$ cat src/rtl/icache_direct.sv
// icache_direct: direct-mapped instruction cache with one-word blocks, SETS frames, single outstanding fill.
// Optional 32-bit hit/miss counters are built when ICACHE_STATS_EN is defined.
module icache_direct #(
   parameter int SETS = 16
) (
   input  logic        CLK,
   input  logic        nRST,
   input  logic        imemREN,
   input  logic [31:0] imemaddr,
   output logic        ihit,
   output logic [31:0] imemload,
   input  logic        iflush,
   output logic        iREN,
   output logic [31:0] iaddr,
   input  logic        iwait,
   input  logic [31:0] iload
`ifdef ICACHE_STATS_EN
   ,
   output logic [31:0] hit_count,
   output logic [31:0] miss_count
`endif
);
   localparam int IDX  = $clog2(SETS);
   localparam int TAGW = 30 - IDX;

   typedef enum logic {IDLE = 1'b0, FETCH = 1'b1} state_t;

   state_t          r_state;
   state_t          w_next_state;
   logic [SETS-1:0] r_valid;
   logic [TAGW-1:0] r_tag  [SETS];
   logic [31:0]     r_data [SETS];
   logic [29:0]     r_miss_addr;

   logic [IDX-1:0]  w_idx;
   logic [IDX-1:0]  w_fill_idx;
   logic [TAGW-1:0] w_tag;
   logic [TAGW-1:0] w_fill_tag;
   logic            w_lookup;
   logic            w_hit;
   logic            w_miss;
   logic            w_fill;
   logic            w_unused;

   assign w_idx      = imemaddr[IDX+1:2];
   assign w_tag      = imemaddr[31:IDX+2];
   assign w_fill_idx = r_miss_addr[IDX-1:0];
   assign w_fill_tag = r_miss_addr[29:IDX];
   assign w_lookup   = r_valid[w_idx] && (r_tag[w_idx] == w_tag);
   assign w_unused   = ^imemaddr[1:0];

   // State register; the fill buffer address is only captured on a miss.
   always_ff @(posedge CLK or negedge nRST) begin
      if (!nRST) begin
         r_state     <= IDLE;
         r_miss_addr <= 30'd0;
      end else begin
         r_state <= w_next_state;
         if (w_miss) begin
            r_miss_addr <= imemaddr[31:2];
         end
      end
   end

   // Next-state and request outputs; flush in IDLE suppresses both hit and miss.
   always_comb begin
      w_next_state = r_state;
      w_hit        = 1'b0;
      w_miss       = 1'b0;
      w_fill       = 1'b0;
      iREN         = 1'b0;
      iaddr        = 32'd0;
      case (r_state)
         IDLE: begin
            if (iflush) begin
               w_next_state = IDLE;
            end else if (imemREN && !w_lookup) begin
               w_miss       = 1'b1;
               w_next_state = FETCH;
            end else begin
               w_hit = imemREN && w_lookup;
            end
         end
         FETCH: begin
            iREN  = 1'b1;
            iaddr = {r_miss_addr, 2'b00};
            if (!iwait) begin
               w_fill       = 1'b1;
               w_next_state = IDLE;
            end else begin
               w_next_state = FETCH;
            end
         end
         default: begin
            w_next_state = IDLE;
         end
      endcase
   end

   assign ihit     = w_hit;
   assign imemload = w_hit ? r_data[w_idx] : 32'd0;

   // Valid bits: a fill landing with a flush survives, since it is the newer data.
   always_ff @(posedge CLK or negedge nRST) begin
      if (!nRST) begin
         r_valid <= '0;
      end else begin
         if (iflush) begin
            r_valid <= '0;
         end
         if (w_fill) begin
            r_valid[w_fill_idx] <= 1'b1;
         end
      end
   end

   // Tag and data arrays carry no reset; the valid bits qualify them.
   always_ff @(posedge CLK) begin
      if (w_fill) begin
         r_tag[w_fill_idx]  <= w_fill_tag;
         r_data[w_fill_idx] <= iload;
      end
   end

`ifdef ICACHE_STATS_EN
   // Event counters wrap naturally and ignore flush.
   always_ff @(posedge CLK or negedge nRST) begin
      if (!nRST) begin
         hit_count  <= 32'd0;
         miss_count <= 32'd0;
      end else begin
         if (w_hit) begin
            hit_count <= hit_count + 32'd1;
         end
         if (w_miss) begin
            miss_count <= miss_count + 32'd1;
         end
      end
   end
`endif

endmodule
$ cat config.mk
export PLATFORM = sky130hd
export DESIGN_NAME = icache_direct
export DESIGN_NICKNAME = d
export VERILOG_FILES = /design/src/rtl/icache_direct.sv
export SDC_FILE = /design/constraint.sdc
export NUM_CORES = 1
export LEC_CHECK = 0
export ABC_AREA = 1
export CAP_MARGIN = 5
export CELL_PAD_IN_SITES_DETAIL_PLACEMENT = 1
export CELL_PAD_IN_SITES_GLOBAL_PLACEMENT = 2
export CORE_MARGIN = 2
export CORE_UTILIZATION = 42
export DETAILED_ROUTE_END_ITERATION = 8
export HOLD_SLACK_MARGIN = 0.03
export PLACE_DENSITY_LB_ADDON = 0.1
export REMOVE_ABC_BUFFERS = 1
export SYNTH_ARGS = -nofsm -noshare
export SYNTH_HDL_FRONTEND = slang
export SYNTH_SLANG_ARGS = --single-unit
$ cat constraint.sdc
create_clock -name CLK -period 4.57 [get_ports CLK]
set_input_delay 0.6855 -clock CLK [delete_from_list [all_inputs] [get_ports CLK]]
set_output_delay 0.6855 -clock CLK [all_outputs]
set_load 0.005 [all_outputs]
==> impl_metrics.tcl, run 1 <==
set metrics [dict create \
    status "finished clean" \
    grt.total_usage_pct 25.2 \
    min_path_type "in2async" \
    pwr-share-seq_pct 51.5 \
    critical_path_class "in2out" \
    synth_area_leaders "edfxtp_1 70%, nand2_1 8.7%, nand3_1 3.7%" \
    dpl_cell_area_mm2 0.0435 \
    via_per_inst 5.56 \
    io_buffers 130 \
    overflow 0 \
    htree_levels 3 \
    cts_buffers 104 \
    p_leak_nw 17.3 \
    slew_headroom_pct 31.0 \
    nFillCells 9815 \
    switching_power_mw 4.79 \
    crit_path_cell_trace "buf_8, clkinv_8, buf_16, nand2_1, nand2_1, nand2_1, nand3_1, nand3_1, nand2_1, nand2_1, nand4_1, nor2_1, nand3_1, nor2_2, nand2_2, buf_12, buf_12, nor2_2, clkdlybuf4s50_1" \
    syn_inst 3377 \
    drive_gt1_share_pct 9.34 \
    powerDensity_mw_per_mm2 431 \
    hold_slack_ps 436 \
    vias 27100 \
    slew_viol_final 0 \
    clock_latency_ps 690 \
    fin_crit_ps 4450 \
    clk_pin_slew_worst_paths_ps 60 \
    core_area_mm2 0.0947 \
    synth_largest_area_cell "edfxtp_1" \
    critPathLaunchType "input port" \
    end_kind "output port" \
    finalSetupTns_ps 0 \
    dieWidth_um 313 \
    critPathSlowestCell "clkdlybuf4s50_1" \
    cts_buffer_depth 3 \
    fin_crit_sh_pct 97.4 \
    grt_max_degree 161 \
    wl_mm 123 \
    cp.arrival_ps 3770 \
    switching_share_pct 23.7 \
    path_common_cell "nand2_1" \
    power.share.clock_pct 41.2 \
    pwr-share-comb_pct 7.3 \
    grt_pass1_wl_mm 183 \
    ys_seq_area_share_pct 72.6 \
    postLayoutCoreUtil_pct 49.5 \
    clock_sinks 975 \
    layout_common_cells "928 x nand2_1, 928 x edfxtp_1, 292 x nand3_1, 246 x a21oi_1, 210 x inv_1" \
    first_pass_iters 6 \
    clock_skew_ps 23.6 \
    intPower_mw 15.4 \
    dp_hpwl_mm 65.8 \
    die_h_um 313 \
    synth-seq-cells 975 \
    slowest_delay_ps 520 \
    synth_area_mm2 0.0400 \
    rsz0062_at_grt "false" \
    p_total_mw 20.2 \
    ys_warn_count 0 \
    ys_types 27 \
    hold_viol 0 \
    fin_nets 3603 \
    die_area_mm2 0.0977 \
    max_freq_mhz 225 \
    vdd_ir_drop_max_mv 0.326 \
    drt_iter0_drc 2186 \
    critPathTopFamily "simple AND/OR/NAND/NOR gates" \
    root_buffer "clkbuf_16" \
    ios 135 \
    postSynthAreaPerCell_um2 11.8 \
    required_ps 3880 \
    initial_core_util_pct 42.2 \
    grt_pass1_vias 28700 \
    drc 0 \
    worst_pin_slew_ps 1040 \
    synth_top_area_share_pct 69.7 \
    rows 113 \
    antenna_cells 0 \
    stdcell_area_mm2 0.0469 \
    antenna_left 0 \
    gp_congestion 0.790 \
    crit_buf_inv 6 \
    cp_max_fo 40 \
    wl_per_cell_um 25.3 \
    area_growth_pct 17.3 \
    max_cap_violations 0 \
    setup_viol 0 \
    antenna_found_initial 0 \
    post-cts-setup-buffer-count 0 \
    tritoncts "yes" \
]
## cell families (layout without fill, tap and decap cells)
| group | Yosys count | in the layout | synth area share [%] |
|---|---|---|---|
| AND/OR/NAND/NOR | 1452 | 1452 | 14.8 |
| other | 1 | 2 | 0.00938 |
| AO/OA/AOI/OAI | 523 | 523 | 8.09 |
| flip-flops | 975 | 975 | 72.6 |
| buffers and inverters | 426 | 665 | 4.49 |
## timing repair
item,in CTS,in global routing
hold buffers,1,0
endpoints found under the hold margin,10,0
gates resized for setup,0,7
setup endpoints to repair,0,5
## through the flow
step	setup WS [ps]	std cells
floorplan	-801	3166
global placement	191	4692
detailed placement	183	4692
CTS	161	4882
global route	1.33	4882
finish	117	4882
## cell type report
type,count,area [um^2],area share (%)
flip-flops and latches,975,29000,61.9
repair buffers,262,2790,5.95
well taps,1265,1580,3.38
clock inverters,62,539,1.15
clock buffers,127,2810,6.00
inverters,214,828,1.77
multi-input cells,1977,9290,19.8
## power groups by stage
stage          registers (mW)  clock network (mW)  logic, mW
2_1_floorplan            10.5                   0      0.666
3_3_place_gp             10.6                   0       1.43
3_5_place_dp             10.6                   0       1.47
4_1_cts                  10.4                8.50       1.48
5_1_grt                  10.4                8.81       1.62
6_report                 10.4                8.34       1.47
## worst paths after layout
check | startpoint | slack [ps] | cells after the start | end
min reg2reg | r_miss_addr[1] | 530 | 2 | r_miss_addr[1]
min in group CLK | r_miss_addr[1] | 530 | 2 | r_miss_addr[1]
max reg2reg | r_state | 1600 | 5 | r_data[11][5]
min | nRST | 440 | 2 | r_miss_addr[19]
max | imemaddr[2] | 120 | 19 | imemload[7]
max in group asynchronous | nRST | 3140 | 3 | r_miss_addr[14]
## layer usage
metal,wire [um],vias up,global-route usage (%)
met5,0,-,0
met4,2760,0,7.35
met3,5530,174,3.05
met2,61400,675,42.9
met1,53800,14000,33.9
li1,-,12300,-
## Yosys cell counts, drive strengths merged
library cell	n
o22ai	16
a32oi	4
a221oi	115
edfxtp	928
o31ai	32
nand4	2
a31oi	5
nand3b	2
inv	214
o21ai	80
a21oi	246
nor2	223
buf	100
nand2	931
dfrtp	47
clkbuf	112
nand3	294
o211ai	25
conb	1
## state kept, by name (all words and copies together) (netlist names)
| name | count |
|---|---|
| r_data | 512 |
| r_miss_addr | 30 |
| r_state | 1 |
| r_tag | 416 |
| r_valid | 16 |
(Power assumes the default switching activity.)
==> inputs of run 2 (changes only) <==
- HOLD_SLACK_MARGIN: 0.03 -> 0.05
==> results of run 2 <==
No change in the layout: final DEF, timing and power equal those of run 1.
==> inputs of run 3 (changes only) <==
- CORE_MARGIN: 2 -> default
- CORE_UTILIZATION: 42 -> 44
- DONT_BUFFER_PORTS: default -> 1
==> impl_metrics.tcl, run 3 (synthesis gave the netlist of run 1 again) <==
set metrics [dict create \
    initial_core_util_pct 44.4 \
    crit_path_cell_trace "clkinv_8, buf_12, nor2_1, nor2_1, o21ai_1, nand3_1, nand3_1, nand2_1, nand2_1, nand2_1, nor2_1, nand2_1, nor2_1, nand2_1, nor2_2, nand2_2, buf_12, nor2_2, buf_4" \
    rsz0062_at_grt "false" \
    rows 110 \
    nFillCells 9257 \
    instances_no_fill 4651 \
    max_freq_mhz 210 \
    fin_crit_sh_pct 104 \
    min_path_type "in2reg" \
    htree_levels 3 \
    powerDensity_mw_per_mm2 437 \
    die_h_um 303 \
    ios 135 \
    worst-path-stages 19 \
    worst_pin_slew_ps 1340 \
    worst-r2r-setup-slack_ps 1900 \
    first_pass_iters 5 \
    largestRegisters "r_data x512, r_tag x416, r_miss_addr x30" \
    critical_path_class "in2out" \
    grt_pass1_vias 27500 \
    p_leak_nw 16.6 \
    path_common_cell "nand2_1" \
    dieWidth_um 303 \
    cts_buffers 105 \
    r2r_cells 15 \
    hold_slack_ps 97.2 \
    end_kind "output port" \
    antenna_found_initial 0 \
    slew_headroom_pct 10.7 \
    drt_iter0_drc 1966 \
    die_area_mm2 0.0921 \
    layout_common_cells "930 x nand2_1, 928 x edfxtp_1, 294 x nand3_1, 246 x a21oi_1, 210 x inv_1" \
    endpoint "imemload[11]" \
    post-cts-setup-buffer-count 0 \
    place_inst 4428 \
    violations "setup timing" \
    grt_pass1_wl_mm 176 \
    root_buffer "clkbuf_16" \
    vdd_ir_drop_max_mv 0.299 \
    final_common_cell "nand2_1" \
    grt.met2_usage_pct 44.6 \
    dp_hpwl_mm 59.2 \
    critPathTopFamily "simple AND/OR/NAND/NOR gates" \
    tritoncts "yes" \
    critPathLaunchType "input port" \
    overflow 0 \
    top_register "r_data" \
    fin_crit_ps 4770 \
    crit_buf_inv 4 \
    r2r_start "r_tag[13][8]" \
    cp.arrival_ps 4080 \
    clock_latency_ps 680 \
    max_cap_violations 0 \
    slew_viol_final 0 \
    busiest_layer "met2" \
    clock_sinks 975 \
    drive_gt1_share_pct 7.97 \
    slowest_delay_ps 610 \
    largest_reg_flops 512 \
    grt_use_met3_pct 3.21 \
    grt_max_degree 496 \
    wl_mm 120 \
    clk_pin_slew_worst_paths_ps 60 \
    clock_skew_ps 18.7 \
    via_per_inst 5.69 \
    postLayoutCoreUtil_pct 50.3 \
    wl_per_cell_um 25.7 \
    required_ps 3880 \
    vias 26500 \
    fin_nets 3460 \
    cts_hold_buf 32 \
    cts_buffer_depth 3 \
    antenna_cells 0 \
    register_area_mm2 0.0290 \
    use_met1_pct 34.8 \
    setup_viol 33 \
    hold_viol 0 \
    area_growth_pct 13.2 \
    drc 0 \
    antenna_left 0 \
    ctsResizeCount 0 \
    io_buffers 0 \
    finalSetupTns_ps -3920 \
    multi_input_area_mm2 0.00928 \
    cp_max_fo 495 \
    worstReg2RegEnd "r_state" \
    status "finished, violations left" \
    setup_ws_ps -198 \
    gp_congestion 0.780 \
    grt.total_usage_pct 26.1 \
    critPathSlowestCell "clkinv_8" \
    startpoint "imemaddr[2]" \
    core_area_mm2 0.0900 \
]
## run 3: cell count changes in the layout (fill, tap and decap cells not counted), moves of 3 or more
| cell | delta |
|---|---|
| clkdlybuf4s50_1 | -125 |
| buf_4 | -31 |
| dlygate4sd3_1 | +30 |
| buf_12 | -12 |
| clkbuf_1 | +12 |
| clkinv_2 | -6 |
| buf_6 | -3 |
| clkinv_4 | -3 |
## run 3: per-stage QoR
step	instance area [um^2]	setup WS, ps	total power [mW]
floorplan	39000	-801	11.2
global placement	41600	487	11.6
detailed placement	41600	471	11.6
CTS	45200	475	19.9
global route	45200	179	20.4
finish	45200	-198	19.8
## run 3: worst min path at each step
stage | cells after the start | startpoint | slack (ps) | to
4_1_cts | 0 | iload[25] | 50 | r_data[0][25]
6_report | 0 | iload[6] | 100 | r_data[12][6]
3_3_place_gp | 0 | nRST | 390 | r_miss_addr[5]
2_1_floorplan | 0 | nRST | 390 | r_miss_addr[0]
5_1_grt | 0 | iload[6] | 70 | r_data[4][6]
3_5_place_dp | 0 | nRST | 390 | r_miss_addr[5]
## run 3: metal layers
layer  wire (um)  share of wire, %  vias to the layer above
li1            -                 -                    12000
met4        2860               2.4                        0
met5           0                 0                        -
met2       59400                50                      569
met1       52500                44                    13700
met3        4730               4.0                      181
## run 3: layout make-up
class,instances,area share (%)
Inverter,214,1.84
Multi-Input combinational cell,1977,20.5
Sequential cell,975,64.2
Tap cell,1176,3.25
Timing Repair Buffer,118,2.89
Clock inverter,53,1.09
Clock buffer,138,6.24
## run 3: worst reg2reg max path: cells and delay by family, from the launching register on
kind / cells / cell delay [ps]
AND/OR/NAND/NOR: 11 / 1460
flip-flops: 1 / 370
buffers and inverters: 2 / 450
AO/OA/AOI/OAI: 2 / 270
## run 3: report_power, final
part / internal [mW] / switching, mW / leakage (nW)
registers: 10.1 / 0.255 / 9.00
logic: 0.338 / 0.781 / 5.99
clock network: 4.78 / 3.47 / 1.61
total: 15.3 / 4.50 / 16.6
